`src/rtl/cdb_arbiter.sv`:
```
// Round-robin arbiter sharing one registered common data bus among NUM_REQ functional units.
// Each unit hands off a result into a private one-entry slot; one full slot is broadcast per cycle.
module cdb_arbiter #(
  parameter int NUM_REQ    = 3,
  parameter int TAG_WIDTH  = 6,
  parameter int DATA_WIDTH = 32,
  localparam int SRC_W     = $clog2(NUM_REQ)
) (
  input  logic                          clk,
  input  logic                          rst_n,
  input  logic                          flush,
  input  logic [NUM_REQ-1:0]            req_valid,
  output logic [NUM_REQ-1:0]            req_ready,
  input  logic [NUM_REQ*TAG_WIDTH-1:0]  req_tag,
  input  logic [NUM_REQ*DATA_WIDTH-1:0] req_data,
  output logic                          cdb_valid,
  output logic [TAG_WIDTH-1:0]          cdb_tag,
  output logic [DATA_WIDTH-1:0]         cdb_data,
  output logic [SRC_W-1:0]              cdb_src
);

  // Handshake: a result transfers from FU i at a posedge where req_valid[i] && req_ready[i];
  // the FU holds valid/tag/data stable until then. The CDB side has no back-pressure.

  logic [NUM_REQ-1:0]    full;
  logic [TAG_WIDTH-1:0]  slot_tag  [NUM_REQ];
  logic [DATA_WIDTH-1:0] slot_data [NUM_REQ];
  logic [SRC_W-1:0]      rr_ptr;

  logic [NUM_REQ-1:0]    grant;
  logic                  grant_any;
  logic [SRC_W-1:0]      winner;
  logic [NUM_REQ-1:0]    accept;

  // Scan from rr_ptr upward with wrap; the first full slot wins.
  always_comb begin
    int sum;
    logic [SRC_W-1:0] idx;
    grant_any = 1'b0;
    winner    = '0;
    grant     = '0;
    sum       = 0;
    idx       = '0;
    for (int k = 0; k < NUM_REQ; k++) begin
      sum = int'(rr_ptr) + k;
      if (sum >= NUM_REQ) sum = sum - NUM_REQ;
      idx = SRC_W'(sum);
      if (!grant_any && full[idx]) begin
        grant_any = 1'b1;
        winner    = idx;
      end
    end
    if (grant_any) grant[winner] = 1'b1;
  end

  // A slot being broadcast this cycle can be refilled at the same edge.
  assign req_ready = {NUM_REQ{!flush}} & (~full | grant);
  assign accept    = req_valid & req_ready;

  always_ff @(posedge clk) begin
    if (!rst_n) begin
      full      <= '0;
      rr_ptr    <= '0;
      cdb_valid <= 1'b0;
      cdb_tag   <= '0;
      cdb_data  <= '0;
      cdb_src   <= '0;
    end else if (flush) begin
      // Pending results are discarded; a broadcast already on the bus is left to consumers.
      full      <= '0;
      cdb_valid <= 1'b0;
    end else begin
      for (int i = 0; i < NUM_REQ; i++) begin
        if (accept[i]) full[i] <= 1'b1;
        else if (grant[i]) full[i] <= 1'b0;
      end
      cdb_valid <= grant_any;
      if (grant_any) begin
        cdb_tag  <= slot_tag[winner];
        cdb_data <= slot_data[winner];
        cdb_src  <= winner;
        rr_ptr   <= (winner == SRC_W'(NUM_REQ - 1)) ? '0 : winner + 1'b1;
      end
    end
  end

  // Payload registers need no reset; they are only read while the matching full bit is set.
  always_ff @(posedge clk) begin
    for (int i = 0; i < NUM_REQ; i++) begin
      if (accept[i]) begin
        slot_tag[i]  <= req_tag[i*TAG_WIDTH +: TAG_WIDTH];
        slot_data[i] <= req_data[i*DATA_WIDTH +: DATA_WIDTH];
      end
    end
  end

endmodule

```
`config.mk`:
```
export PLATFORM = sky130hd
export DESIGN_NAME = cdb_arbiter
export DESIGN_NICKNAME = d
export VERILOG_FILES = /design/src/rtl/cdb_arbiter.sv
export SDC_FILE = /design/constraint.sdc
export NUM_CORES = 1
export LEC_CHECK = 0
export BUFFER_PORTS_ARGS = -buffer_cell sky130_fd_sc_hd__buf_2
export CORE_UTILIZATION = 48
export CTS_CLUSTER_DIAMETER = 150
export DETAILED_ROUTE_END_ITERATION = 10
export PLACE_DENSITY = 0.76
export SLEW_MARGIN = 20
export SYNTH_ARGS = -nofsm -noshare
export SYNTH_HDL_FRONTEND = slang
export SYNTH_SLANG_ARGS = --single-unit
export TNS_END_PERCENT = 5
```
`constraint.sdc`:
```
create_clock -name clk -period 4.8 [get_ports clk]
set_input_delay 0.96 -clock clk [delete_from_list [all_inputs] [get_ports clk]]
set_output_delay 0.96 -clock clk [all_outputs]
set_load 0.005 [all_outputs]
```
==> reports/metrics.cfg <==
[power]
p_leak_nw = 2.99
powerDensity_mw_per_mm2 = 408
ir_worst_vdd_mv = 0.278

[clock_tree]
clkTransAtPathRegs_ns = 0.06
cts_resized = 0
insertion_delay_ns = 0.44
htree_levels = 4
cts_hold_repair.buffers = 0
postCtsSetupRepairBufs = 0
clock_sinks = 160
ctsRootBufferMaster = clkbuf_16
clockBufferDepth = 2
cts_tree = built
numCtsBuffers = 17

[worst_setup_path]
ff2ff_path_depth = 9
cp-start-kind = flip-flop
crit_path_end_kind = primary output
timing.reg2reg.setup_slack_ns = 1.41
regToRegStartpoint = rr_ptr[1]$_SDFFE_PN0P_
worst_ep_required_time_ns = 3.84
worstReg2RegEnd = cdb_data[9]$_SDFFE_PN0P_
critPathArrivalTime_ns = 2.99
worst-path-max-fanout = 10
setup.worst_path.class = reg -> out

[yosys]
postSynthNetCount = 584
ys_seq_elements = 160
ys_async_sr_fraction_pct = 0
synth_ff_type = edfxtp_1
ys_types = 37
synth.yosys.warnings = 0
syn_avg_cell_area_sq_um = 13.8
synth_edf_count = 114
post_synth_design_cell_area_sq_mm = 0.00636
syn_inst = 460
synth_sequential_area_ratio_pct = 68.3

[layout]
n_antenna_cell = 0
layout.nets = 728
layout-drive-gt1-share_pct = 34.8
most_common_cell_after_layout_fill_and_taps_aside = buf_2
post_route_standard_cell_area_excluding_fillers_sq_mm = 0.00788
layout-area-overhead-vs-synth_pct = 23.8
final-seq-area_sq_mm = 0.00434
area_taken_by_multi_input_logic_gates_sq_mm = 0.00184
mostFrequentLayoutCells = buf_2 (163), edfxtp_1 (114), dfxtp_1 (46), nand3_1 (40), a31oi_1 (39)
layout.filler_cells = 941

[sta]
drv_slew = 0
clock_skew_ns = 0.0123
period_needed_ns = 3.95
tightest_slew_ns = 1.02
fmax_mhz = 253
final_min_period_over_clock_period_pct = 82.3
rsz_0062_raised_after_global_routing = false
setup-tns-final_ns = 0
slew_headroom_pct = 31.7
final-setup-viol-count = 0
report.final.hold_viol_count = 0

[die]
design.die.area_sq_mm = 0.0137
boundaryPins = 164
initial_utilization_pct = 49.8
core.rowCount = 41
die_width_microns = 117
die-height_microns = 117
core_area_sq_mm = 0.0128

[detailed_routing]
routed_wl_microns = 15900
drtAntennaViolNets = 0
drt_iter0_drc = 349
drt_pre_antenna_iters = 5
drc = 0
vias_per_cell = 6.12
via_count = 4831
routed_wire_length_per_instance_microns = 20.1

[flow_run]
cap_violations = 0

[placed_design]
place.gp.congestion = 0.885
placedInstanceArea_sq_mm = 0.00727
hpwlAfterDp_microns = 9720
portBuffers = 163

[min_path]
hold_path_depth = 1
min_to = cdb_data[5]$_SDFFE_PN0P_
holdCritPathClass = reg -> reg
worst_hold_startpoint = slot_data[2][5]$_DFFE_PP_

[global_routing]
met1_usage_pct = 29.0
met2_track_demand_over_resource_in_global_routing_pct = 37.3
met3_usage_pct = 7.21
grt_pass1_vias = 4753
gr-max-usage-layer = met2
grt_antenna_before_repair = 0
wire_length_of_the_first_global_routing_pass_microns = 23500
global_route.overflow_total = 0
maximum_number_of_pins_on_one_net_before_global_route_repair = 79
gr-usage-all-layers_pct = 23.5

[status]
outcome = complete, no violations

logic make-up after synthesis:
| family | after synthesis | share of synthesized area [%] |
|---|---|---|
| multiplexers | 6 | 1.22 |
| AND/OR/NAND/NOR | 106 | 9.56 |
| AO/OA/AOI/OAI | 135 | 16.4 |
| buffers and inverters | 49 | 3.74 |
| adder cells (fa/ha/maj) | 4 | 0.787 |
| flip-flops | 160 | 68.3 |
through the flow:
step / power, W / worst slack, ns / util [%] / hold WS (ns) / std cells
2_1_floorplan: 0.00178 / 1.00 / - / 0.448 / 460
3_3_place_gp: 0.00190 / 1.44 / 56.9 / 0.450 / 757
3_5_place_dp: 0.00192 / 1.32 / 56.9 / 0.460 / 757
4_1_cts: 0.00324 / 0.850 / 61.7 / 0.464 / 789
5_1_grt: 0.00333 / 0.714 / 61.7 / 0.490 / 789
6_report: 0.00322 / 0.852 / 61.7 / 0.465 / 789
cell type report:
type                            instances  share of cell area, %
Inverter                                6                  0.286
Tap cell                              172                   2.73
Timing Repair Buffer                  168                   10.8
Clock buffer                           25                   7.10
Sequential cell                       160                   55.2
Multi-Input combinational cell        251                   23.4
Clock inverter                          7                  0.540
synthesized netlist by cell type, types with 2 or more instances:
cell type | instances | area share (%)
edfxtp_1 | 114 | 54
dfxtp_1 | 46 | 14
nand3_1 | 41 | 3.2
a31oi_1 | 39 | 3.8
a221o_1 | 38 | 6.0
a22oi_1 | 38 | 4.5
nand4_1 | 38 | 3.7
clkbuf_1 | 17 | 1.0
buf_2 | 13 | 1.0
buf_1 | 8 | 0.47
inv_1 | 6 | 0.35
nor2b_1 | 6 | 0.59
buf_6 | 5 | 0.88
o21ai_0 | 5 | 0.39
a21oi_1 | 4 | 0.31
ha_1 | 4 | 0.79
mux2i_1 | 4 | 0.63
nand2_1 | 4 | 0.24
nor2_1 | 4 | 0.24
and2_1 | 3 | 0.29
o21a_1 | 3 | 0.35
a22o_1 | 2 | 0.28
a32oi_1 | 2 | 0.28
nand2b_1 | 2 | 0.20
or2_2 | 2 | 0.20
metal layers:
metal  part of all wire, %  vias to the layer above
li1                      -                     2188
met1                    40                     2322
met2                    49                      284
met3                   8.1                       37
met4                   2.6                        0
met5                     0                        -
critical path: stages, from the launching register on:
cell and delay [ns]:
dfxtp_1 0.34, inv_1 0.08, ha_1 0.35, mux2_4 0.36, mux2i_4 0.32, nand2b_1 0.11
a31o_2 0.28, a21boi_0 0.49, nor2_1 0.08, buf_2 0.15
how the worst max path moves through the flow:
stage	start	to	slack, ns	depth (start not counted)
after global routing	rr_ptr[1]$_SDFFE_PN0P_	req_ready[0]	0.71	9
final	rr_ptr[1]$_SDFFE_PN0P_	req_ready[0]	0.85	9
after global placement	rr_ptr[1]$_SDFFE_PN0P_	req_ready[0]	1.44	9
after floorplan	rr_ptr[1]$_SDFFE_PN0P_	slot_data[0][0]$_DFFE_PP_	1.00	9
after CTS	rr_ptr[1]$_SDFFE_PN0P_	req_ready[0]	0.85	9
after detailed placement	rr_ptr[1]$_SDFFE_PN0P_	req_ready[0]	1.32	9
sequential cells by signal, indices dropped and copies added, names as in the netlist:
signal,cells
slot_data,96
cdb_data,32
slot_tag,18
cdb_tag,6
full,3
cdb_src,2
rr_ptr,2
cdb_valid,1
report_power, final:
part | switching [W] | internal, W
Sequential | 0.0000355 | 0.00156
Clock | 0.000522 | 0.000805
Combinational | 0.000171 | 0.000122
Power figures use the tool's default switching activity.
